===== config.mk =====
export PLATFORM = sky130hd
export DESIGN_NAME = lane_request_sequencer
export DESIGN_NICKNAME = d
export VERILOG_FILES = /design/src/rtl/lane_request_sequencer.sv
export SDC_FILE = /design/constraint.sdc
export NUM_CORES = 1
export LEC_CHECK = 0
export CORE_MARGIN = 2
export CORE_UTILIZATION = 48
export CTS_BUF_LIST = sky130_fd_sc_hd__clkbuf_4
export DETAILED_ROUTE_END_ITERATION = 16
export HOLD_SLACK_MARGIN = 0.05
export MAX_ROUTING_LAYER = met4
export PLACE_DENSITY = 0.66
export SYNTH_ARGS = -nofsm -noshare
export SYNTH_HDL_FRONTEND = slang
export SYNTH_SLANG_ARGS = --single-unit

===== constraint.sdc =====
create_clock -name clk -period 8.5 [get_ports clk]
set_clock_uncertainty 0.1 [all_clocks]
set_input_delay 1.7 -clock clk [delete_from_list [all_inputs] [get_ports clk]]
set_output_delay 1.7 -clock clk [all_outputs]
set_load 0.005 [all_outputs]

===== src/rtl/lane_request_sequencer.sv =====
// Lane request front end: sensor sync, per-lane debounce, sticky pending, round-robin one-hot grants.
// Optional emergency override is compiled in when LRS_EMERGENCY_EN is defined.
module lane_request_sequencer #(
  parameter int DEB_TICKS   = 3,
  parameter int GREEN_TICKS = 10,
  parameter int GAP_TICKS   = 2
) (
  input  logic       clk,
  input  logic       rst,
  input  logic       clk_div,
  input  logic [5:0] sensor,
`ifdef LRS_EMERGENCY_EN
  input  logic       emerg,
  input  logic [2:0] emerg_sel,
`endif
  output logic [5:0] L_out,
  output logic [5:0] pending,
  output logic       busy
);

  typedef enum logic [1:0] {
    IDLE  = 2'd0,
    GRANT = 2'd1,
    GAP   = 2'd2
  } state_t;

  localparam logic [3:0] DEB_MAX   = 4'(DEB_TICKS);
  localparam logic [7:0] GREEN_MAX = 8'(GREEN_TICKS);
  localparam logic [7:0] GAP_MAX   = 8'(GAP_TICKS);

  logic [5:0] sync1_r;
  logic [5:0] sync2_r;
  logic [3:0] deb_cnt_r [6];
  logic [5:0] pending_r;
  logic [5:0] set_s;
  logic [5:0] clr_s;
  logic [2:0] grant_idx_s;
  logic [5:0] grant_mask_s;
  logic       emerg_act_s;
  state_t     state_r;
  logic [5:0] l_out_r;
  logic       busy_r;
  logic [7:0] hold_cnt_r;
  logic [7:0] gap_cnt_r;
  logic [2:0] last_idx_r;
`ifdef LRS_EMERGENCY_EN
  logic       emerg_d_r;
  logic       emerg_ok_s;
`endif

  // Round-robin search: first requesting lane after last, wrapping modulo 6.
  function automatic logic [2:0] pick_next(input logic [5:0] req, input logic [2:0] last);
    logic [2:0] idx;
    logic [2:0] sel;
    sel = 3'd0;
    for (int k = 6; k >= 1; k--) begin
      idx = 3'((int'(last) + k) % 6);
      if (req[idx]) begin
        sel = idx;
      end
    end
    return sel;
  endfunction

  // Two-flop synchroniser for the asynchronous detector inputs.
  always_ff @(posedge clk or posedge rst) begin
    if (rst) begin
      sync1_r <= 6'd0;
      sync2_r <= 6'd0;
    end else begin
      sync1_r <= sensor;
      sync2_r <= sync1_r;
    end
  end

  // Debounce counters: count high ticks, saturate, clear on any low cycle.
  always_ff @(posedge clk or posedge rst) begin
    if (rst) begin
      for (int i = 0; i < 6; i++) begin
        deb_cnt_r[i] <= 4'd0;
      end
    end else begin
      for (int i = 0; i < 6; i++) begin
        if (!sync2_r[i]) begin
          deb_cnt_r[i] <= 4'd0;
        end else if (clk_div && (deb_cnt_r[i] != DEB_MAX)) begin
          deb_cnt_r[i] <= deb_cnt_r[i] + 4'd1;
        end else begin
          deb_cnt_r[i] <= deb_cnt_r[i];
        end
      end
    end
  end

  // Qualification pulse only on the tick that reaches DEB_MAX, so a held input fires once.
  always_comb begin
    set_s = 6'd0;
    for (int i = 0; i < 6; i++) begin
      set_s[i] = sync2_r[i] & clk_div & (deb_cnt_r[i] == (DEB_MAX - 4'd1));
    end
  end

  assign grant_idx_s  = pick_next(pending_r, last_idx_r);
  assign grant_mask_s = 6'b000001 << grant_idx_s;

`ifdef LRS_EMERGENCY_EN
  assign emerg_ok_s  = (emerg_sel <= 3'd5);
  assign emerg_act_s = emerg;
`else
  assign emerg_act_s = 1'b0;
`endif

  // Pending clear source: emergency lane or the lane being granted from IDLE.
  always_comb begin
    clr_s = 6'd0;
`ifdef LRS_EMERGENCY_EN
    if (emerg && emerg_ok_s) begin
      clr_s = 6'b000001 << emerg_sel;
    end else
`endif
    if (!emerg_act_s && (state_r == IDLE) && (|pending_r)) begin
      clr_s = grant_mask_s;
    end else begin
      clr_s = 6'd0;
    end
  end

  // Sticky pending latch; a same-cycle clear beats a set.
  always_ff @(posedge clk or posedge rst) begin
    if (rst) begin
      pending_r <= 6'd0;
    end else begin
      pending_r <= (pending_r | set_s) & ~clr_s;
    end
  end

  // Grant FSM with hold and gap timers; all outputs registered.
  always_ff @(posedge clk or posedge rst) begin
    if (rst) begin
      state_r    <= IDLE;
      l_out_r    <= 6'd0;
      busy_r     <= 1'b0;
      hold_cnt_r <= 8'd0;
      gap_cnt_r  <= 8'd0;
      last_idx_r <= 3'd5;
`ifdef LRS_EMERGENCY_EN
      emerg_d_r  <= 1'b0;
`endif
    end else begin
`ifdef LRS_EMERGENCY_EN
      emerg_d_r <= emerg;
      if (emerg) begin
        state_r    <= GRANT;
        busy_r     <= 1'b1;
        hold_cnt_r <= GREEN_MAX;
        l_out_r    <= emerg_ok_s ? (6'b000001 << emerg_sel) : 6'd0;
      end else if (emerg_d_r) begin
        l_out_r <= 6'd0;
        if (GAP_TICKS > 0) begin
          state_r   <= GAP;
          gap_cnt_r <= GAP_MAX;
          busy_r    <= 1'b1;
        end else begin
          state_r <= IDLE;
          busy_r  <= 1'b0;
        end
      end else
`endif
      begin
        case (state_r)
          IDLE: begin
            if (|pending_r) begin
              state_r    <= GRANT;
              l_out_r    <= grant_mask_s;
              last_idx_r <= grant_idx_s;
              hold_cnt_r <= GREEN_MAX;
              busy_r     <= 1'b1;
            end
          end
          GRANT: begin
            if (clk_div) begin
              hold_cnt_r <= hold_cnt_r - 8'd1;
              if (hold_cnt_r == 8'd1) begin
                l_out_r <= 6'd0;
                if (GAP_TICKS > 0) begin
                  state_r   <= GAP;
                  gap_cnt_r <= GAP_MAX;
                end else begin
                  state_r <= IDLE;
                  busy_r  <= 1'b0;
                end
              end
            end
          end
          GAP: begin
            if (clk_div) begin
              gap_cnt_r <= gap_cnt_r - 8'd1;
              if (gap_cnt_r == 8'd1) begin
                state_r <= IDLE;
                busy_r  <= 1'b0;
              end
            end
          end
          default: begin
            state_r <= IDLE;
            l_out_r <= 6'd0;
            busy_r  <= 1'b0;
          end
        endcase
      end
    end
  end

  assign L_out   = l_out_r;
  assign pending = pending_r;
  assign busy    = busy_r;

endmodule

==> results of run 1 <==
[synth_stat cells (7+ instances only)]
cell      number  area [um^2]
and2_1        24          150
o21ai_0       21          105
nand4_1       10         62.6
clkbuf_1       7         26.3
a21oi_1       14         70.1
dfrtp_1       68         1700
nand2_1       38          143
nand3_1       13         65.1
inv_1         21         78.8
nor3_1         8         40.0
nor2_1        27          101
nor4_1         8         50.1
ha_1          26          325
xnor2_1       24          210
[sequential cells by signal, indices dropped and copies added, names as in the netlist]
register	count
deb_cnt_r	24
L_out	6
busy	1
last_idx_r	3
pending	6
gap_cnt_r	8
sync1_r	6
state_r	2
hold_cnt_r	8
sync2_r	6
[path summary, 6_finish.rpt]
path / slack [ps] / endpoint / start
min in group asynchronous: 1730 / gap_cnt_r[6]$_DFFE_PP0P_ / rst
hold reg to reg: 260 / sync2_r[1]$_DFF_PP0_ / sync1_r[1]$_DFF_PP0_
max in group asynchronous: 6010 / deb_cnt_r[9]$_DFFE_PP0P_ / rst
setup reg to reg: 4280 / L_out[4]$_DFFE_PP0P_ / last_idx_r[0]$_DFFE_PP1P_
setup / recovery: 4280 / L_out[4]$_DFFE_PP0P_ / last_idx_r[0]$_DFFE_PP1P_
hold / removal: 260 / sync2_r[1]$_DFF_PP0_ / sync1_r[1]$_DFF_PP0_
[power by group]
part	switching [mW]	leakage, nW	internal [mW]	total, mW
clock network	0.122	0.0822	0.118	0.240
registers	0.103	0.894	0.407	0.510
logic	0.536	1.06	0.390	0.926
[cell type report]
cell class	instances	area, um^2
flip-flops and latches	70	1750
clock buffers	9	67.6
fillers	789	3980
multi-input cells	321	2310
well taps	108	135
inverters	23	86.3
repair buffers	23	225
clock inverters	6	86.3
[cells in the final DEF (no fill, tap or decap), types with 3 or more instances in the layout]
cell	n
a211oi_1	3
a21oi_1	14
a31oi_1	4
a32o_1	4
a41oi_1	6
and2_1	24
clkbuf_4	9
clkdlybuf4s50_1	21
dfrtp_1	68
ha_1	26
inv_1	20
mux2_2	4
mux2i_1	6
nand2_1	38
nand3_1	13
nand4_1	10
nor2_1	27
nor2b_1	5
nor3_1	8
nor4_1	8
o211a_1	5
o211ai_1	6
o21ai_0	21
o21ai_1	4
o31ai_1	3
or3_1	5
xnor2_1	24
xor2_1	5
[layer usage]
layer | GRT usage | share of wire | vias to the layer above
li1 | - | - | 1582
met1 | 0.264 | 0.48 | 1546
met2 | 0.283 | 0.44 | 81
met3 | 0.0388 | 0.051 | 20
met4 | 0.0801 | 0.025 | 0
met5 | - | 0 | -
[metrics by stage]
| stage | utilization | hold slack (ps) |
|---|---|---|
| 2_1_floorplan | - | 231 |
| 3_3_place_gp | 0.522 | 232 |
| 3_5_place_dp | 0.522 | 237 |
| 4_1_cts | 0.540 | 261 |
| 5_1_grt | 0.540 | 269 |
| 6_report | 0.540 | 260 |
[kinds of logic after synthesis]
family,share of synthesized area
buffers and inverters,0.0365
muxes,0.0347
and+or+nand+nor,0.199
AOI/OAI and AO/OA,0.172
adders and majority gates,0.0772
DFF,0.416
xor gates and xnor gates,0.0641
==> summary.txt, run 1 <==
Placement
  • GPL Wtd Cong: 0.913
  • Post-place setup slack: around 4400 ps
  • Hpwl dp: slightly above 6 mm
  • DP Cell Count: around 550
  • Port Buffer Count: 21
  • Dpl cell area: about 0.0045 mm^2

Worst setup path
  • Critical Path Stages: 12
  • Max stage delay on crit path: 890 ps
  • Cell family with the largest share of critical-path delay: compound AO/OA/AOI/OAI gates
  • Critical path class: reg2reg
  • Critical path's most frequent cell: o21ai_0
  • Critical path arrival: about 4400 ps
  • Required @ worst endpoint: approximately 8700 ps
  • CP bufs+invs: 2
  • Kind of end point of the critical path: register
  • CP Cell Sequence: inv_1 > ha_1 > xor2_1 > clkinv_1 > ha_1 > nor2b_1 > a211oi_1 > o21ai_0 > o21ai_0 > o211a_1 > o211ai_1 > o21ai_0
  • R2R cell count: 12
  • CP max-delay cell: dfstp_2
  • Crit start category: register
  • Maximum fanout along the worst path: 23

Yosys
  • Syn nets: 463
  • Most common flop cell mapped by yosys: dfrtp_1
  • Synthesized area: approximately 0.0042 mm^2
  • Sequential share of the synthesized area: 0.416
  • Number of flops mapped to enable cells by yosys: 0
  • Synth Warn #: 0
  • Ys async rst share: 1.00
  • Netlist cell types: 70
  • Yosys reg bits: 70
  • Mapped Cells: 428
  • Mean Syn Cell Area: ~9.8 um^2

GRT
  • Initial antenna violation count: 0
  • Vias in the first global route: 3066
  • Gr ovfl total: 0
  • GRT Util Overall: 0.193
  • First-pass GRT wire length: around 15 mm
  • Largest net degree at the start of global routing: approximately 70

Clock network
  • Hold buffer count at CTS: 0
  • H-tree depth: 3
  • TritonCTS clock tree: yes
  • Worst-path clk slew: between 100 and 150 ps
  • Clock sink count: 70
  • Resize count post-CTS: 0
  • Clk root buf: clkbuf_4
  • CTS buffer count: 9
  • Clock buffer depth: 2
  • Clk Latency, worst-skew pair: around 430 ps
  • Post-CTS setup buffer count: 0

Die
  • Core box area: between 0.008 and 0.009 mm^2
  • Starting Density: 0.488
  • Die H: a little under 100 um
  • # IOs: 22
  • Row Count: 34
  • Full die area: approximately 0.0095 mm^2
  • Die Wd: 97.7 um

Pwr
  • Power Total: between 1.5 and 2 mW
  • Peak supply drop: 0.000147 V
  • PwrDens: 359 mW/mm^2
  • Leak Pwr: 2.04 nW

Drt
  • DR vias: 3229
  • Vias/cell: between 5 and 6
  • DR iter-0 viols: about 190
  • DR WL/cell: between 15 and 20 um
  • TritonRoute pass-1 iters: 4
  • Residual DRC: 0
  • Post-route ant nets: 0
  • WL final: around 8.5 mm

STA
  • Max Slew Vio Count: 0
  • Final setup margin: between 4000 and 5000 ps
  • Min Clock Period, post-route: between 4000 and 5000 ps
  • Worst-Margin Slew: just under 1000 ps
  • Hold Violations, Final: 0
  • Setup tns final: 0 ps
  • Fmax: 237 MHz
  • Final setup vio count: 0
  • RSZ-0062 raised after global routing: false
  • Slew Limit Headroom: 0.354
  • Tcrit/Tclk final: 0.496

Cells and area
  • Layout cells sized above 1: 0.0929
  • Final Instance Area: between 0.004 and 0.005 mm^2
  • Synth-to-Final Area Change: 10.6%
  • Ant diodes: 0
  • Cell Count, Final, Fillers Out: 560
  • Fin nets: just under 500

Job
  • Max-Cap Viols: 0

Hold path
  • Hold Path Depth: 0
  • Hold Path Class: reg2reg

Status
  • Status: completed
(Power assumes the default switching activity.)
==> inputs of run 2 (changes only) <==
--- a/config.mk
+++ b/config.mk
@@ -11,7 +11,7 @@
 export DETAILED_ROUTE_END_ITERATION = 16
 export HOLD_SLACK_MARGIN = 0.05
 export MAX_ROUTING_LAYER = met4
-export PLACE_DENSITY = 0.66
+export PLACE_DENSITY = 0.69
 export SYNTH_ARGS = -nofsm -noshare
 export SYNTH_HDL_FRONTEND = slang
 export SYNTH_SLANG_ARGS = --single-unit
==> constraint.sdc (replaced) <==
create_clock -name clk -period 3.6 [get_ports clk]
set_clock_uncertainty 0.1 [all_clocks]
set_input_delay 0.72 -clock clk [delete_from_list [all_inputs] [get_ports clk]]
set_output_delay 0.72 -clock clk [all_outputs]
set_load 0.005 [all_outputs]
==> summary.txt, run 2 (synthesis results as in run 1) <==
GRT
  • GRT Util Overall: 0.199
  • Largest net degree at the start of global routing: 71
  • Vias in the first global route: approximately 3200
  • Initial antenna violation count: 0
  • First-pass GRT wire length: ~15 mm
  • Gr ovfl total: 0

Die
  • Row Count: 34
  • Die H: 97.7 um
  • Die Wd: between 90 and 100 um
  • Starting Density: 0.488
  • Full die area: roughly 0.0095 mm^2
  • # IOs: 22
  • Core box area: approximately 0.0086 mm^2

Pwr
  • Peak supply drop: approximately 0.00031 V
  • Int Power: around 2.3 mW
  • Leak Pwr: roughly 2.1 nW
  • Sw power: ~1.9 mW
  • Clock share of power: 0.137
  • Seq pwr share: 0.278
  • Power Total: 4.20 mW
  • PwrDens: about 860 mW/mm^2
  • Combinational power share: 0.586
  • Switching Fraction: 0.442

Cells and area
  • Ant diodes: 0
  • Multi-input gate area: 0.00240 mm^2
  • Synth-to-Final Area Change: 15.6%
  • Largest register FFs: 24
  • Regs by FF count: deb_cnt_r x24, gap_cnt_r x8, hold_cnt_r x8
  • Most frequent cells in the layout: dfrtp_1 (67), nand2_1 (38), nor2_1 (27), xnor2_1 (24), and2_1 (24)
  • Fillers: about 750
  • Fin nets: approximately 500
  • Cell Count, Final, Fillers Out: between 500 and 600
  • Layout cells sized above 1: 0.152
  • FF/Latch Area: 0.00176 mm^2
  • Most flop-heavy register: deb_cnt_r
  • Most common cell after layout, fill and taps aside: dfrtp_1

STA
  • Fmax: between 200 and 300 MHz
  • Final setup vio count: 0
  • Hold Violations, Final: 0
  • Setup tns final: 0 ps
  • Tcrit/Tclk final: 0.960
  • Min Clock Period, post-route: 3460 ps
  • Max Slew Vio Count: 0
  • Worst-Margin Slew: ~850 ps
  • Slew Limit Headroom: 0.432

Hold path
  • Hold EP: sync2_r[3]$_DFF_PP0_
  • Hold Crit Start: sync1_r[3]$_DFF_PP0_
  • Hold Path Class: reg2reg
  • Hold Path Depth: 0

Worst setup path
  • Critical path arrival: 3650 ps
  • Critical R2R Launch: last_idx_r[2]$_DFFE_PP1P_
  • Maximum fanout along the worst path: 7
  • R2R cell count: 12
  • Critical R2R Capture: L_out[0]$_DFFE_PP0P_
  • Required @ worst endpoint: approximately 3800 ps
  • Setup crit start: last_idx_r[2]$_DFFE_PP1P_
  • Critical path class: reg2reg
  • Kind of end point of the critical path: register
  • Reg2Reg Setup Slack: 140 ps
  • Crit start category: register

Drt
  • Vias/cell: roughly 5.7
  • Residual DRC: 0
  • WL final: a little under 9 mm
  • DR WL/cell: 15.1 um
  • DR iter-0 viols: 146
  • TritonRoute pass-1 iters: 4
  • Post-route ant nets: 0
  • DR vias: approximately 3300

Job
  • Max-Cap Viols: 0

Placement
  • Hpwl dp: roughly 6.3 mm
  • DP Cell Count: 557
  • Port Buffer Count: 21
  • GPL Wtd Cong: 0.923

Status
  • Status: completed

Clock network
  • Worst-path clk slew: ~110 ps
  • Clk Latency, worst-skew pair: approximately 400 ps
  • H-tree depth: 3
  • CTS buffer count: 9
  • Clk root buf: clkbuf_4
  • Clock buffer depth: 2
  • TritonCTS clock tree: yes
  • Hold buffer count at CTS: 0
  • Clock sink count: 70
run 2: stage by stage:
stage / cell area (um^2) / utilization / hold slack, ps / worst slack [ps]
after floorplan: 4290 / - / 231 / 16.8
after global placement: 4660 / 0.539 / 232 / 177
after detailed placement: 4660 / 0.539 / 236 / 114
after CTS: 4820 / 0.558 / 263 / 111
after global routing: 4870 / 0.564 / 273 / -2.58
final: 4870 / 0.564 / 258 / 144
run 2: critical path, cell delays in order (launching register included):
cell	delay (ps)
dfstp_2	540
inv_1	50
ha_2	190
a21oi_4	230
inv_2	80
ha_4	280
and4b_2	250
or3_4	400
a2111oi_4	330
o31ai_2	120
and3_4	210
o311a_4	350
a32o_1	230
run 2: routing by layer:
metal  part of all wire  routed length, um  GRT usage  vias up
met5                  0                  0          -        -
met2               0.49               4240      0.305       65
li1                   -                  -          -     1611
met3              0.035                305     0.0374       11
met1               0.46               4010      0.268     1602
met4              0.014                125     0.0705        0
run 2: how the worst max path moves through the flow:
| stage | slack [ps] | depth (start not counted) | end |
|---|---|---|---|
| 2_1_floorplan | 20 | 14 | L_out[0]$_DFFE_PP0P_ |
| 5_1_grt | -3 | 12 | L_out[5]$_DFFE_PP0P_ |
| 4_1_cts | 110 | 12 | L_out[0]$_DFFE_PP0P_ |
| 3_3_place_gp | 180 | 12 | L_out[2]$_DFFE_PP0P_ |
| 6_report | 140 | 12 | L_out[0]$_DFFE_PP0P_ |
| 3_5_place_dp | 110 | 12 | L_out[0]$_DFFE_PP0P_ |
run 2: area by class of cell:
class | instances | share of cell area
clock buffer | 11 | 0.0170
clock inverter | 5 | 0.0170
inverter | 23 | 0.0180
multi-input combinational | 321 | 0.492
sequential | 70 | 0.360
tap | 108 | 0.0277
timing repair buffer | 37 | 0.0678
run 2: power groups by stage:
| stage | Clock [mW] | Combinational [mW] | Sequential [mW] |
|---|---|---|---|
| after floorplan | 0 | 1.78 | 1.13 |
| after global placement | 0 | 2.34 | 1.17 |
| after detailed placement | 0 | 2.38 | 1.18 |
| after CTS | 0.595 | 2.39 | 1.16 |
| after global routing | 0.636 | 2.71 | 1.19 |
| final | 0.574 | 2.46 | 1.17 |
run 2: what timing repair did:
item	in CTS	in global routing
hold endpoints to repair	0	0
setup endpoints to repair	0	15
resized for setup	0	11
buffers inserted	0	2
